<file path="config.mk">
export PLATFORM = sky130hd
export DESIGN_NAME = alu_issue_ctrl
export DESIGN_NICKNAME = d
export VERILOG_FILES = /design/src/rtl/alu_issue_pkg.sv /design/src/rtl/alu_issue_decode.sv /design/src/rtl/alu_issue_ctrl.sv
export SDC_FILE = /design/constraint.sdc
export NUM_CORES = 1
export LEC_CHECK = 0
export CORE_UTILIZATION = 36
export CTS_CLUSTER_DIAMETER = 50
export DETAILED_ROUTE_END_ITERATION = 10
export PLACE_DENSITY_LB_ADDON = 0.12
export SETUP_SLACK_MARGIN = 0.5
export SYNTH_ARGS = -nofsm -noshare
export SYNTH_HDL_FRONTEND = slang
export SYNTH_SLANG_ARGS = --single-unit
</file>
<file path="constraint.sdc">
create_clock -name clk -period 6 [get_ports clk]
set_input_delay 0.9 -clock clk [delete_from_list [all_inputs] [get_ports clk]]
set_output_delay 0.9 -clock clk [all_outputs]
set_load 0.01 [all_outputs]
</file>
<file path="src/rtl/alu_issue_pkg.sv">
// alu_issue_pkg: shared ALU control codes, MIPS opcode/funct constants, FSM state type
package alu_issue_pkg;
  localparam logic [3:0] CTRL_NONE = 4'd0;
  localparam logic [3:0] CTRL_ADD  = 4'd1;
  localparam logic [3:0] CTRL_SUB  = 4'd2;
  localparam logic [3:0] CTRL_SLL  = 4'd3;
  localparam logic [3:0] CTRL_SRL  = 4'd4;
  localparam logic [3:0] CTRL_AND  = 4'd5;
  localparam logic [3:0] CTRL_OR   = 4'd6;
  localparam logic [3:0] CTRL_NOR  = 4'd7;
  localparam logic [3:0] CTRL_SLTU = 4'd8;
  localparam logic [3:0] CTRL_SLT  = 4'd9;
  localparam logic [5:0] OP_RTYPE = 6'h00;
  localparam logic [5:0] OP_BEQ   = 6'h04;
  localparam logic [5:0] OP_ADDI  = 6'h08;
  localparam logic [5:0] OP_ANDI  = 6'h0C;
  localparam logic [5:0] OP_ORI   = 6'h0D;
  localparam logic [5:0] FN_SLL  = 6'h00;
  localparam logic [5:0] FN_SRL  = 6'h02;
  localparam logic [5:0] FN_ADD  = 6'h20;
  localparam logic [5:0] FN_SUB  = 6'h22;
  localparam logic [5:0] FN_AND  = 6'h24;
  localparam logic [5:0] FN_OR   = 6'h25;
  localparam logic [5:0] FN_NOR  = 6'h27;
  localparam logic [5:0] FN_SLT  = 6'h2A;
  localparam logic [5:0] FN_SLTU = 6'h2B;
  typedef enum logic [1:0] {IDLE, ISSUE, RESP} state_t;
  function automatic logic [3:0] funct_ctrl(input logic [5:0] f);
    case (f)
      FN_ADD:  return CTRL_ADD;
      FN_SUB:  return CTRL_SUB;
      FN_SLL:  return CTRL_SLL;
      FN_SRL:  return CTRL_SRL;
      FN_AND:  return CTRL_AND;
      FN_OR:   return CTRL_OR;
      FN_NOR:  return CTRL_NOR;
      FN_SLTU: return CTRL_SLTU;
      FN_SLT:  return CTRL_SLT;
      default: return CTRL_NONE;
    endcase
  endfunction
endpackage

</file>
<file path="src/rtl/alu_issue_decode.sv">
// alu_issue_decode: combinational MIPS decode into ALU control and operands
// Ports: instr/rs_data/rt_data in; ctrl, in1, in2, shamt, illegal out.
// ALU_ISSUE_IMM_EN adds ADDI/ANDI/ORI; otherwise those opcodes decode as illegal.
module alu_issue_decode
  import alu_issue_pkg::*;
(
  input  logic [31:0] instr,
  input  logic [31:0] rs_data,
  input  logic [31:0] rt_data,
  output logic [3:0]  ctrl,
  output logic [31:0] in1,
  output logic [31:0] in2,
  output logic [4:0]  shamt,
  output logic        illegal
);
  logic [5:0] opcode;
  logic [15:0] imm;
  logic unused_bits;
  assign opcode = instr[31:26];
  assign imm = instr[15:0];
  assign unused_bits = ^instr;
  always_comb begin
    ctrl = CTRL_NONE;
    in1 = rs_data;
    in2 = rt_data;
    shamt = instr[10:6];
    case (opcode)
      OP_RTYPE: ctrl = funct_ctrl(instr[5:0]);
      OP_BEQ:   ctrl = CTRL_SUB;
`ifdef ALU_ISSUE_IMM_EN
      OP_ADDI: begin
        ctrl = CTRL_ADD;
        in2 = {{16{imm[15]}}, imm};
      end
      OP_ANDI: begin
        ctrl = CTRL_AND;
        in2 = {16'h0, imm};
      end
      OP_ORI: begin
        ctrl = CTRL_OR;
        in2 = {16'h0, imm};
      end
`endif
      default: ctrl = CTRL_NONE;
    endcase
    illegal = ctrl == CTRL_NONE;
  end
endmodule

</file>
<file path="src/rtl/alu_issue_ctrl.sv">
// alu_issue_ctrl: valid/ready front end that decodes an instruction, issues it to an external combinational ALU and returns the result
// Ports: clk, rst (async active-high); in_valid/in_ready with instr, rs_data, rt_data;
// registered alu_in1/alu_in2/alu_shamt/alu_ctrl out, alu_result/alu_zero back;
// out_valid/out_ready with out_result, out_zero, out_illegal.
// ALU_ISSUE_IMM_EN enables immediate-form decode in alu_issue_decode.
module alu_issue_ctrl
  import alu_issue_pkg::*;
(
  input  logic        clk,
  input  logic        rst,
  input  logic        in_valid,
  output logic        in_ready,
  input  logic [31:0] instr,
  input  logic [31:0] rs_data,
  input  logic [31:0] rt_data,
  output logic [31:0] alu_in1,
  output logic [31:0] alu_in2,
  output logic [4:0]  alu_shamt,
  output logic [3:0]  alu_ctrl,
  input  logic [31:0] alu_result,
  input  logic        alu_zero,
  output logic        out_valid,
  input  logic        out_ready,
  output logic [31:0] out_result,
  output logic        out_zero,
  output logic        out_illegal
);
  state_t state, state_nx;
  logic accept, deliver, ill_q, d_ill;
  logic [3:0] d_ctrl;
  logic [31:0] d_in1, d_in2;
  logic [4:0] d_shamt;
  alu_issue_decode u_dec (
    .instr(instr),
    .rs_data(rs_data),
    .rt_data(rt_data),
    .ctrl(d_ctrl),
    .in1(d_in1),
    .in2(d_in2),
    .shamt(d_shamt),
    .illegal(d_ill)
  );
  always_ff @(posedge clk or posedge rst)
    if (rst) state <= IDLE;
    else state <= state_nx;
  // out_valid is only raised one cycle into RESP, so the handshake must be gated on it
  always_comb begin
    deliver = state == RESP && out_valid && out_ready;
    in_ready = state == IDLE || deliver;
    accept = in_valid && in_ready;
    state_nx = state == ISSUE ? RESP : accept ? ISSUE : (state == RESP && !deliver) ? RESP : IDLE;
  end
  always_ff @(posedge clk or posedge rst)
    if (rst) begin
      alu_in1 <= '0;
      alu_in2 <= '0;
      alu_shamt <= '0;
      alu_ctrl <= CTRL_NONE;
      ill_q <= 1'b0;
      out_result <= '0;
      out_zero <= 1'b0;
      out_illegal <= 1'b0;
      out_valid <= 1'b0;
    end else begin
      if (accept) begin
        alu_in1 <= d_in1;
        alu_in2 <= d_in2;
        alu_shamt <= d_shamt;
        alu_ctrl <= d_ctrl;
        ill_q <= d_ill;
      end
      if (state == ISSUE) begin
        out_result <= ill_q ? '0 : alu_result;
        out_zero <= !ill_q && alu_zero;
        out_illegal <= ill_q;
      end
      out_valid <= state == RESP && !deliver;
    end
endmodule

</file>
==> summary.md <==
| Metric | Value |
|---|---|
| Postcts setup bufs | `0` |
| Sequential area share after synthesis | `0.601` |
| DR iter-0 viols | `between 100 and 150` |
| Avg Inst Size Synth | `13.7 µm²` |
| First-pass GRT wire length | `around 17000 µm` |
| Cell Area, Synth | `between 0.004 and 0.005 mm²` |
| Die area | `around 0.013 mm²` |
| Initial Util | `0.368` |
| Final ANT Viol Nets | `0` |
| Tcrit/Tclk final | `0.536` |
| Crit path time final | `~3200 ps` |
| Status | `complete, no violations` |
| DRT Pass-1 Iters | `4` |
| GRT Total Usage | `0.170` |
| Detailed Route WL | `roughly 11000 µm` |
| Leak pwr | `just over 3 nW` |
| Clock root buffer | `clkbuf_16` |
| Req. time, crit path | `roughly 6200 ps` |
| Rel. slew slack | `0.308` |
| Setup_tns | `0 ps` |
| Synth Register Bits | `roughly 110` |
| Actual slew at the worst max-slew pin | `1040 ps` |
| Max Cap Viol | `0` |
| Placed Area | `approximately 0.007 mm²` |
| Final non-filler cell total | `around 740` |
| Reg2Reg Launch Point | `out_valid$_DFF_PP0_` |
| Port buffer count | `226` |
| Dpl hpwl | `between 8000 and 9000 µm` |
| CP Max Fanout | `48` |
| Crit end category | `flip-flop` |
| Area Growth Syn to Fin | `58.8%` |
| Pwr per Cell Area | `492 mW/mm²` |
| Chip height | `between 100 and 150 µm` |
| Setup CP Type | `in2reg` |
| Max IR drop VDD | `0.262 mV` |
| Hold_sp | `out_result[30]$_DFFE_PP0N_` |
| # rows | `a little over 40` |
| Final nets | `~690` |
| CP Cell Sequence | `clkdlybuf4s50_1 -> a21bo_2 -> nor2b_4 -> nand2_4 -> clkinv_2 -> buf_4 -> mux2_4` |
| Routed len/inst | `~15 µm` |
| RSZ-0062 raised after global routing | `no` |
| Clock buffer depth | `2` |
| Total gr overflow | `0` |
| Synth Warn # | `0` |
| FMAX | `~0.31 GHz` |
| WP buf/inv | `3` |
| Clk slew on worst S/H paths | `70 ps` |
| Layout cells sized above 1 | `0.170` |
| Core Region | `roughly 0.013 mm²` |
| Vias per cell | `roughly 4.5` |
| Via count | `between 3000 and 4000` |
| Main synth FF type | `dfrtp_1` |
| Hold buffers post-CTS | `0` |
| Worst hold path class | `reg2reg` |
| Cell variety after synth | `30` |
| Highest cell delay on the worst timing path | `around 700 ps` |
| Critical path launch point type | `primary input` |
| Clk_lat worst skew | `350 ps` |
| Final hold violations | `0` |
| Crit. Startpoint | `out_ready` |
| Num CTS Buffers | `9` |
| Cell area after layout | `around 0.0073 mm²` |
| Slowest cell on the critical path | `clkinv_2` |
| CP top delay family | `buffers and inverters` |
| Vias in the first global route | `around 3300` |
| Slew Limit Fails | `0` |
| DRC | `0` |
| Die W | `115 µm` |
| Async SR Flop Fraction | `1.00` |
| CTS tree | `yes` |
| Largest net degree at the start of global routing | `slightly below 70` |
| Final setup vio count | `0` |
| Clock sink count | `approximately 110` |
| Antenna diodes | `0` |
| Post-CTS sizing | `0` |
| GPL Wtd Cong | `0.747` |
| I/O pin cnt | `242` |
| Net Count, Synth | `about 470` |
| Post-synth EDFFs | `0` |
| H-tree depth | `3` |
| Placed Cells | `approximately 700` |
| Initial antenna violation count | `0` |
| WP data arrival | `~3500 ps` |
| Post-Synthesis Cells | `338` |
| Fillers | `between 1000 and 1500` |
| Clk_skew | `5.03 ps` |
[flip-flops by register name, summed over array words and instances, names as in the netlist, 2 cells and up]
| name | count |
|---|---|
| alu_ctrl | 4 |
| alu_in1 | 32 |
| alu_in2 | 32 |
| alu_shamt | 5 |
| out_result | 32 |
| state | 2 |
[logic make-up (layout without fill, tap and decap cells)]
| group | Yosys count | in the layout | share of synthesized area |
|---|---|---|---|
| DFF | 111 | 111 | 0.601 |
| buffers and inverters | 20 | 246 | 0.0265 |
| muxes | 72 | 72 | 0.214 |
| and+or+nand+nor | 89 | 89 | 0.103 |
| AOI/OAI and AO/OA | 46 | 46 | 0.0558 |
[worst paths after layout]
path                                         endpoint  slack [ps]  depth (start not counted)
max reg2reg                    alu_in2[5]$_DFFE_PP0P_        3370                          6
max                            alu_in2[5]$_DFFE_PP0P_        2790                          7
min                        out_result[30]$_DFFE_PP0N_         480                          2
min in group asynchronous     alu_in1[13]$_DFFE_PP0P_         980                          2
min reg2reg                out_result[30]$_DFFE_PP0N_         480                          2
max in group asynchronous  out_result[29]$_DFFE_PP0N_        3790                          3
[layer usage]
| metal | track usage | share of wire | vias up |
|---|---|---|---|
| met3 | 0.0606 | 0.067 | 14 |
| li1 | - | - | 1595 |
| met2 | 0.285 | 0.50 | 118 |
| met1 | 0.204 | 0.41 | 1605 |
| met4 | 0.0528 | 0.018 | 0 |
| met5 | 0 | 0 | - |
[final cells by class]
cell class,instances,area (µm²),share of cell area
flip-flops and latches,111,2780,0.379
repair buffers,228,2280,0.310
multi-input cells,207,1720,0.235
clock buffers,10,239,0.0326
well taps,172,215,0.0293
clock inverters,6,93.8,0.0128
inverters,2,11.3,0.00154
[cells in the mapped netlist, types with 2 or more instances]
library cell / instances / area share
nor2_1: 5 / 0.0041
nor4_1: 2 / 0.0027
nand2b_1: 37 / 0.050
mux2_2: 25 / 0.061
buf_6: 6 / 0.015
a21oi_1: 2 / 0.0022
a31oi_1: 2 / 0.0027
buf_2: 2 / 0.0022
nand2_1: 35 / 0.028
dfrtp_1: 111 / 0.60
o41ai_1: 2 / 0.0038
nor2b_1: 2 / 0.0027
mux2_4: 47 / 0.15
clkbuf_1: 10 / 0.0081
o21ai_0: 35 / 0.038
[metrics by stage]
stage,hold WS (ps),setup slack [ps],power (W),util
after detailed placement,475,2400,0.00299,0.557
after CTS,491,2790,0.00366,0.584
after global placement,466,2430,0.00296,0.557
after floorplan,490,2170,0.00211,-
final,484,2790,0.00361,0.584
after global routing,510,2670,0.00383,0.584
[where the power goes]
group	total [W]	switching (W)	internal, W
clock	0.000652	0.000272	0.000379
combinational	0.00166	0.000594	0.00106
sequential	0.00130	0.000205	0.00109
[cell usage in the layout, fill, tap and decap left out]
master and n:
a21bo_2 1, a21oi_1 2, a2bb2oi_1 1, a311oi_1 1
a31oi_1 2, and4b_1 1, buf_4 2, bufinv_16 2
clkbuf_16 9, clkbuf_8 1, clkdlybuf4s50_1 226, clkinv_2 1
clkinv_4 3, clkinvlp_4 1, dfrtp_1 111, inv_4 1
mux2_2 25, mux2_4 47, nand2_1 35, nand2_4 1
nand2b_1 36, nand2b_2 1, nand3_1 1, nand3b_1 1
nand4b_1 1, nor2_1 5, nor2b_1 2, nor2b_4 1
nor3_1 1, nor4_1 2, o211ai_1 1, o21ai_0 35
o31ai_1 1, o41ai_1 2, or3_1 1
[worst reg2reg max path, delay by kind of cell (launching register included)]
kind            cells  cell delay, ps
simple gates        2             230
mux                 1             380
flops               1             380
compound gates      1             210
buf+inv             2            1320
Power figures use the tool's default switching activity.
